<file path="src/rtl/rs_dispatch_scheduler_pkg.sv">
// Shared types and defaults for the ROB-to-reservation-station dispatch path.
package rs_dispatch_scheduler_pkg;

  localparam int RS_SIZE_DEF   = 8;
  localparam int CRED_W_DEF    = 4;
  localparam int PAYLOAD_W_DEF = 160;
  localparam int STAT_W        = 32;

  typedef enum logic [1:0] {
    FU_ALU = 2'd0,
    FU_LS  = 2'd1,
    FU_MUL = 2'd2,
    FU_BR  = 2'd3
  } fu_t;

  typedef logic [PAYLOAD_W_DEF-1:0] dispatch_payload_t;

  // Only the ALU and LS stations exist behind this scheduler.
  function automatic logic fu_is_dispatchable(input fu_t fu);
    return (fu == FU_ALU) || (fu == FU_LS);
  endfunction

  function automatic logic [STAT_W-1:0] sat_inc(input logic [STAT_W-1:0] v, input logic en);
    if (en && (v != {STAT_W{1'b1}})) begin
      return v + STAT_W'(1);
    end else begin
      return v;
    end
  endfunction

endpackage

</file>
<file path="src/rtl/rs_dispatch_scheduler_credit.sv">
// rs_credit_counter: free-entry counter for one reservation station, with
// flush-to-full and a sticky error for releases that would overflow.
module rs_credit_counter
  import rs_dispatch_scheduler_pkg::*;
#(
  parameter int RS_SIZE = RS_SIZE_DEF,
  parameter int CRED_W  = CRED_W_DEF
) (
  input  logic              clk_i,
  input  logic              rst_n_i,
  input  logic              drain_i,
  input  logic              release_i,
  input  logic              flush_i,
  output logic [CRED_W-1:0] credit_o,
  output logic              err_o
);

  localparam logic [CRED_W-1:0] FULL = CRED_W'(RS_SIZE);

  logic [CRED_W-1:0] credit_q, credit_d;
  logic              err_q, err_d;

  // Next credit value; a flush restores full credit but keeps the error flag.
  always_comb begin
    credit_d = credit_q;
    err_d    = err_q;
    if (flush_i) begin
      credit_d = FULL;
    end else begin
      case ({drain_i, release_i})
        2'b10: credit_d = credit_q - CRED_W'(1);
        2'b01: begin
          if (credit_q == FULL) begin
            err_d = 1'b1;
          end else begin
            credit_d = credit_q + CRED_W'(1);
          end
        end
        default: credit_d = credit_q;
      endcase
    end
  end

  // Credit and error state.
  always_ff @(posedge clk_i or negedge rst_n_i) begin
    if (!rst_n_i) begin
      credit_q <= FULL;
      err_q    <= 1'b0;
    end else begin
      credit_q <= credit_d;
      err_q    <= err_d;
    end
  end

  assign credit_o = credit_q;
  assign err_o    = err_q;

endmodule

</file>
<file path="src/rtl/rs_dispatch_scheduler.sv">
// Credit-based steering of ROB dispatches into the ALU / LS reservation stations.
// Optional statistics counters are built when RS_DISPATCH_STATS_EN is defined.
module rs_dispatch_scheduler
  import rs_dispatch_scheduler_pkg::*;
#(
  parameter int RS_SIZE   = RS_SIZE_DEF,
  parameter int CRED_W    = CRED_W_DEF,
  parameter int PAYLOAD_W = PAYLOAD_W_DEF
) (
  input  logic                 in_clk,
  input  logic                 in_rst_n,
  input  logic                 in_rob_done,
  input  fu_t                  in_rob_fu_id,
  input  logic [PAYLOAD_W-1:0] in_rob_payload,
  input  logic                 in_rob_is_mispred,
  input  logic                 in_alu_rs_release,
  input  logic                 in_ls_rs_release,
  output logic                 out_rob_stall,
  output logic                 out_alu_rs_valid,
  output logic                 out_ls_rs_valid,
  output logic [PAYLOAD_W-1:0] out_rs_payload,
  output logic [CRED_W-1:0]    out_alu_credits,
  output logic [CRED_W-1:0]    out_ls_credits,
  output logic                 out_credit_err
`ifdef RS_DISPATCH_STATS_EN
  ,
  output logic [STAT_W-1:0]    out_stat_alu_disp,
  output logic [STAT_W-1:0]    out_stat_ls_disp,
  output logic [STAT_W-1:0]    out_stat_stall_cycles
`endif
);

  logic                 hold_valid_q, hold_valid_d;
  fu_t                  hold_fu_q, hold_fu_d;
  logic [PAYLOAD_W-1:0] hold_payload_q, hold_payload_d;

  logic [CRED_W-1:0] alu_credit_s, ls_credit_s;
  logic              alu_err_s, ls_err_s;
  logic              has_credit_s, drain_s, stall_s, accept_s;
  logic              drain_alu_s, drain_ls_s;

  // Does the station targeted by the held dispatch have a free entry?
  always_comb begin
    has_credit_s = 1'b0;
    case (hold_fu_q)
      FU_ALU:  has_credit_s = (alu_credit_s != '0);
      FU_LS:   has_credit_s = (ls_credit_s != '0);
      default: has_credit_s = 1'b0;
    endcase
  end

  assign drain_s     = hold_valid_q & has_credit_s & ~in_rob_is_mispred;
  assign stall_s     = hold_valid_q & ~drain_s & ~in_rob_is_mispred;
  assign accept_s    = in_rob_done & ~stall_s & ~in_rob_is_mispred & fu_is_dispatchable(in_rob_fu_id);
  assign drain_alu_s = drain_s & (hold_fu_q == FU_ALU);
  assign drain_ls_s  = drain_s & (hold_fu_q == FU_LS);

  // Holding register next state; an accept may refill in the cycle it drains.
  always_comb begin
    hold_valid_d   = hold_valid_q;
    hold_fu_d      = hold_fu_q;
    hold_payload_d = hold_payload_q;
    if (in_rob_is_mispred) begin
      hold_valid_d = 1'b0;
    end else if (accept_s) begin
      hold_valid_d   = 1'b1;
      hold_fu_d      = in_rob_fu_id;
      hold_payload_d = in_rob_payload;
    end else if (drain_s) begin
      hold_valid_d = 1'b0;
    end else begin
      hold_valid_d = hold_valid_q;
    end
  end

  // Holding register.
  always_ff @(posedge in_clk or negedge in_rst_n) begin
    if (!in_rst_n) begin
      hold_valid_q   <= 1'b0;
      hold_fu_q      <= FU_ALU;
      hold_payload_q <= '0;
    end else begin
      hold_valid_q   <= hold_valid_d;
      hold_fu_q      <= hold_fu_d;
      hold_payload_q <= hold_payload_d;
    end
  end

  rs_credit_counter #(
    .RS_SIZE (RS_SIZE),
    .CRED_W  (CRED_W)
  ) u_alu_credit (
    .clk_i     (in_clk),
    .rst_n_i   (in_rst_n),
    .drain_i   (drain_alu_s),
    .release_i (in_alu_rs_release),
    .flush_i   (in_rob_is_mispred),
    .credit_o  (alu_credit_s),
    .err_o     (alu_err_s)
  );

  rs_credit_counter #(
    .RS_SIZE (RS_SIZE),
    .CRED_W  (CRED_W)
  ) u_ls_credit (
    .clk_i     (in_clk),
    .rst_n_i   (in_rst_n),
    .drain_i   (drain_ls_s),
    .release_i (in_ls_rs_release),
    .flush_i   (in_rob_is_mispred),
    .credit_o  (ls_credit_s),
    .err_o     (ls_err_s)
  );

  assign out_rob_stall    = stall_s;
  assign out_alu_rs_valid = drain_alu_s;
  assign out_ls_rs_valid  = drain_ls_s;
  assign out_rs_payload   = hold_valid_q ? hold_payload_q : '0;
  assign out_alu_credits  = alu_credit_s;
  assign out_ls_credits   = ls_credit_s;
  assign out_credit_err   = alu_err_s | ls_err_s;

`ifdef RS_DISPATCH_STATS_EN
  logic [STAT_W-1:0] stat_alu_q, stat_alu_d;
  logic [STAT_W-1:0] stat_ls_q, stat_ls_d;
  logic [STAT_W-1:0] stat_stall_q, stat_stall_d;

  // Saturating event counters; only reset clears them.
  always_comb begin
    stat_alu_d   = sat_inc(stat_alu_q, drain_alu_s);
    stat_ls_d    = sat_inc(stat_ls_q, drain_ls_s);
    stat_stall_d = sat_inc(stat_stall_q, stall_s);
  end

  // Statistics registers.
  always_ff @(posedge in_clk or negedge in_rst_n) begin
    if (!in_rst_n) begin
      stat_alu_q   <= '0;
      stat_ls_q    <= '0;
      stat_stall_q <= '0;
    end else begin
      stat_alu_q   <= stat_alu_d;
      stat_ls_q    <= stat_ls_d;
      stat_stall_q <= stat_stall_d;
    end
  end

  assign out_stat_alu_disp     = stat_alu_q;
  assign out_stat_ls_disp      = stat_ls_q;
  assign out_stat_stall_cycles = stat_stall_q;
`endif

endmodule

</file>
<file path="config.mk">
export PLATFORM = sky130hd
export DESIGN_NAME = rs_dispatch_scheduler
export DESIGN_NICKNAME = d
export VERILOG_FILES = /design/src/rtl/rs_dispatch_scheduler_pkg.sv /design/src/rtl/rs_dispatch_scheduler_credit.sv /design/src/rtl/rs_dispatch_scheduler.sv
export SDC_FILE = /design/constraint.sdc
export NUM_CORES = 1
export LEC_CHECK = 0
export CORE_MARGIN = 2
export CORE_UTILIZATION = 44
export CTS_BUF_LIST = sky130_fd_sc_hd__clkbuf_16
export CTS_CLUSTER_DIAMETER = 120
export DETAILED_ROUTE_END_ITERATION = 7
export GPL_ROUTABILITY_DRIVEN = 1
export PLACE_DENSITY = 0.82
export SLEW_MARGIN = 15
export SYNTH_ARGS = -nofsm -noshare
export SYNTH_HDL_FRONTEND = slang
export SYNTH_HIERARCHICAL = 1
export SYNTH_SLANG_ARGS = --single-unit
</file>
<file path="constraint.sdc">
create_clock -name in_clk -period 2.85 [get_ports in_clk]
set_input_delay 0.285 -clock in_clk [delete_from_list [all_inputs] [get_ports in_clk]]
set_output_delay 0.285 -clock in_clk [all_outputs]
set_load 0.01 [all_outputs]
</file>
==> reports/metrics.csv, run 1 <==
metric;value;unit
first_pass_iters;4;
rsz0062_at_grt;no;
clock_path_buffers;2;
io_pins;340;
power.leakage;0.00543;uW
synth-async-reset-ratio;100;%
cp_slowest_cell;clkdlybuf4s50_1;
ys_ff_latch;173;
arrival;2.50;ns
synth_area_per_cell;13.8;um^2
max-vdd-ir-drop;0.359;mV
max_slew_margin;53.8;%
grt_pass1_wl;34.3;mm
clock_latency;0.42;ns
status;complete, no violations;
core_area;18600;um^2
antenna_found_initial;0;
rows;50;
yosysSeqAreaShare;52.0;%
wire_per_inst;18.4;um
clk_pin_slew_worst_paths;0.07;ns
crit_start;u_alu_credit/credit_o[1]$_DFFE_PN0P_;
ant_nets;0;
crit_required;2.57;ns
ys.flop_type;dfrtp_1;
final_cell_mix;338 x clkdlybuf4s50_1, 170 x dfrtp_1, 160 x and2_1;
power_density;587;nW/um^2
drv_cap;0;
dieHeight;142;um
drc_errors;0;
whs;0.371;ns
finalHoldViolations;0;
dp_hpwl;16.0;mm
io_buffers;339;
dp_worst_setup_slack;0.175;ns
setup_ws;0.0613;ns
viasPerCell;4.87;
syn-num-nets;780;
clock_skew;0.0125;ns
drive_gt1_share;24.0;%
synth_edf_count;0;
path_cells;or4_4, a221oi_4, clkdlybuf4s50_1;
initial_utilization;44.7;%
fin_crit_sh;97.8;%
endpoint_kind;output port;
grt_start_max_net_pins;89;
dr.first_iter.drc_count;224;
fin_util;68.1;%
syn-cell-area;8340;um^2
reg2reg_from;u_ls_credit/credit_o[1]$_DFFE_PN0P_;
yosys.cell_types.count;36;
antenna-diode-count;0;
clock-sinks;173;
fmaxAchievable;359;MHz
final_common_cell;clkdlybuf4s50_1;
nets;1127;
setup.worst_path.class;flip-flop to output port;
dieArea;20100;um^2
htree_levels;4;
cts_tree;done;
cp_slowest_stage_delay;0.62;ns
gp_congestion;0.810;
die_w;142;um
max_slew.worst_pin.slew;0.693;ns
start_kind;flip-flop;
grt_pass1_vias;6195;
gr-total-overflow;0;
hold_class;input port to async pin;
drv_slew;0;
crit_fanout;6;
syn_to_final_growth;52.4;%
vias;5846;
setup-tns-final;0;ns
numCtsBuffers;17;
finalWirelength;22.1;mm
period_minus_slack;2.79;ns
setup_violations;0;
yosysWarnings;6;
cts_root_buffer;clkbuf_16;
netlist_instances;606;
track_usage;22.0;%
==> cell usage after synthesis, types with 3 or more instances <==
library cell,count,share of area [%]
mux2_4,100,18
inv_1,7,0.32
a21o_1,6,0.54
mux2_2,60,8.1
ha_1,4,0.60
nor2_1,3,0.14
o31ai_1,5,0.45
a21oi_1,3,0.18
clkbuf_1,24,1.1
or3_1,4,0.30
buf_6,13,1.8
dfrtp_1,171,51
a31o_1,4,0.42
nor2b_1,4,0.30
and2_1,160,12
nand2_1,6,0.27
==> power by group <==
| part | switching [uW] | internal (uW) | leakage (uW) | total [uW] |
|---|---|---|---|---|
| clock | 1040 | 1400 | 0.000301 | 2440 |
| sequential | 301 | 2950 | 0.00205 | 3250 |
| combinational | 599 | 1160 | 0.00308 | 1760 |
==> layout make-up <==
class / instances / area, um^2
repair buffers: 365 / 3690
well taps: 234 / 293
fillers: 1388 / 5940
inverters: 7 / 26.3
multi-input cells: 389 / 3750
flip-flops and latches: 173 / 4340
clock inverters: 15 / 185
clock buffers: 17 / 425
==> per-stage QoR <==
stage	cell area, um^2	total power [uW]	instances
finish	12700	7450	1200
global route	12700	7810	1200
CTS	12700	7520	1196
global placement	12100	4970	1163
detailed placement	12100	5040	1163
floorplan	8340	4180	606
==> state kept, by name, indices dropped and copies added (netlist names) <==
| signal | flops |
|---|---|
| hold_fu_q | 2 |
| hold_valid_q | 1 |
| u_alu_credit/credit_o | 4 |
| u_ls_credit/err_o | 1 |
| u_ls_credit/credit_o | 4 |
| hold_payload_q | 160 |
| u_alu_credit/err_o | 1 |
==> worst paths after layout <==
| check | to | slack, ns | depth (start not counted) |
|---|---|---|---|
| max | out_rob_stall | 0.06 | 3 |
| min | hold_payload_q[31]$_DFFE_PN0P_ | 0.37 | 2 |
| max reg2reg | u_ls_credit/credit_o[3]$_DFFE_PN1P_ | 0.18 | 9 |
| min reg2reg | u_alu_credit/err_o$_DFFE_PN0P_ | 0.46 | 1 |
| max in group asynchronous | hold_payload_q[140]$_DFFE_PN0P_ | 1.58 | 3 |
| min in group in_clk | hold_fu_q[0]$_DFFE_PN0P_ | 0.42 | 3 |
==> worst max-delay path: cells and delay by family, from the launching register on <==
family | cells | cell delay (ns)
flops | 1 | 0.46
compound gates | 1 | 0.42
buf+inv | 1 | 0.62
simple gates | 1 | 0.59
==> routing by layer <==
layer	global-route usage, %	share of wire, %	up-vias
met5	0	0	-
met4	7.74	2.4	0
met3	5.91	5.4	32
met2	37.8	51	204
met1	26.8	41	2874
li1	-	-	2736
==> logic make-up after synthesis <==
family                   synth area share (%)
flip-flops                               52.0
AND/OR/NAND/NOR                          15.1
adder cells (fa/ha/maj)                  1.08
buffers and inverters                    3.15
AO/OA/AOI/OAI                            2.39
XOR/XNOR                                0.210
multiplexers                             26.1
==> repair_timing <==
action / 4_1_cts / 5_1_grt
setup buffers: 0 / 4
endpoints found under the hold margin: 51 / 0
gates resized for setup: 0 / 0
endpoints found under the setup margin: 0 / 1
hold buffers: 1 / 0
(Power assumes the default switching activity.)
==> inputs of run 2 (changes only) <==
- CORE_UTILIZATION: 44 -> 45
- PLACE_DENSITY: 0.82 -> 0.89
- clock period: 2.85 -> 3.3 ns (I/O delays scaled with it)
==> run 2 against run 1 <==
The flow now finishes with violations (DRC). Final area decreased by 1.8%. Global-route usage shrank 0.26 points. Sequential power shrank 13%. First-iteration DRC count increased by 26%. Combinational power decreased by 16%. Sequential cell count unchanged. Critical path type unchanged. Critical endpoint unchanged. Largest cell class unchanged. Highest routed layer unchanged.
==> reports/metrics.csv, run 2 (synthesized netlist as in run 1, its figures left out) <==
metric;value;unit
status;complete, but fails checks;
violations;DRC;
setup-tns-final;0;ns
endpoint_kind;output port;
grt_pass1_vias;6103;
whs;0.468;ns
clock_path_buffers;2;
gp_congestion;0.836;
top_register;hold_payload_q;
post-cts-setup-buffers;0;
drive_gt1_share;22.8;%
clock-sinks;173;
dr.first_iter.drc_count;282;
cts_root_buffer;clkbuf_16;
finalHoldViolations;0;
initial_utilization;46.1;%
setup.worst_path.class;flip-flop to output port;
worst_r2r_path_depth;9;
largest_reg_flops;160;
io_buffers;339;
hold_class;flip-flop to flip-flop;
gr-total-overflow;0;
cp_slowest_cell;clkdlybuf4s50_1;
max_slew.worst_pin.slew;0.732;ns
first_pass_iters;8;
power.leakage;0.00530;uW
dp_hpwl;15.5;mm
numCtsBuffers;17;
crit_required;2.97;ns
finalWirelength;21.4;mm
arrival;2.53;ns
antenna-diode-count;0;
nets;1111;
antenna_found_initial;0;
die_w;140;um
grt_pass1_wl;33.5;mm
final_cell_mix;338 x clkdlybuf4s50_1, 170 x dfrtp_1, 160 x and2_1;
track_usage;21.8;%
viasPerCell;4.92;
clock_latency;0.42;ns
wire_per_inst;18.2;um
power_density;498;nW/um^2
max-vdd-ir-drop;0.311;mV
htree_levels;4;
dieHeight;140;um
dieArea;19600;um^2
syn_to_final_growth;49.6;%
fin_crit_sh;86.8;%
hold_buffers;1;
clk_pin_slew_worst_paths;0.07;ns
cts_tree;done;
crit_fanout;6;
clock_skew;0.0136;ns
cp_slowest_stage_delay;0.64;ns
core_area;18100;um^2
grt_start_max_net_pins;100;
final_common_cell;clkdlybuf4s50_1;
vias;5805;
setup_violations;0;
period_minus_slack;2.86;ns
rsz0062_at_grt;no;
max_slew_margin;51.2;%
hold_depth;1;
io_pins;340;
rows;49;
drv_slew;0;
path_cells;or4_4, a221oi_4, clkdlybuf4s50_1;
drv_cap;0;
fmaxAchievable;349;MHz
cts_resized;0;
ant_nets;0;
drc_errors;17;
start_kind;flip-flop;
[run 2: cell type report]
type | instances | area (um^2)
inverter | 7 | 26.3
clock inverter | 15 | 128
multi-input combinational | 389 | 3750
timing repair buffer | 349 | 3520
tap | 229 | 287
fill | 1281 | 5620
clock buffer | 17 | 425
sequential | 173 | 4340
[run 2: through the flow]
step	setup WS (ns)	total power [uW]	cell area, um^2	utilization, %	std cells
floorplan	0.575	3610	8340	-	606
global placement	0.526	4270	11900	65.8	1146
detailed placement	0.439	4330	11900	65.8	1146
CTS	0.415	6270	12500	68.9	1179
global route	0.374	6500	12500	68.9	1179
finish	0.436	6200	12500	68.9	1179
[run 2: worst paths after layout]
check,startpoint,end,slack [ns]
setup / recovery,u_alu_credit/credit_o[1]$_DFFE_PN0P_,out_rob_stall,0.44
hold / removal,u_alu_credit/err_o$_DFFE_PN0P_,u_alu_credit/err_o$_DFFE_PN0P_,0.47
setup reg to reg,u_ls_credit/credit_o[1]$_DFFE_PN0P_,u_ls_credit/credit_o[3]$_DFFE_PN1P_,0.54
hold reg to reg,u_alu_credit/err_o$_DFFE_PN0P_,u_alu_credit/err_o$_DFFE_PN0P_,0.47
max in group asynchronous,in_rst_n,hold_payload_q[94]$_DFFE_PN0P_,1.92
min in group asynchronous,in_rst_n,hold_payload_q[21]$_DFFE_PN0P_,0.50
[run 2: worst max-delay path: cells and delay by family (launching register included)]
family          cells  cell delay (ns)
compound gates      1             0.42
simple gates        1             0.59
buf+inv             1             0.64
flops               1             0.46
[run 2: power by group]
| part | switching [uW] | internal [uW] |
|---|---|---|
| Clock | 919 | 991 |
| Combinational | 490 | 988 |
| Sequential | 272 | 2540 |
| Total | 1680 | 4520 |
[run 2: layer usage]
layer / vias up / global-route usage, % / share of wire (%)
li1: 2706 / - / -
met1: 2846 / 26.2 / 40
met2: 201 / 37.6 / 51
met3: 52 / 4.68 / 5.2
met4: 0 / 9.99 / 3.9
met5: - / 0 / 0
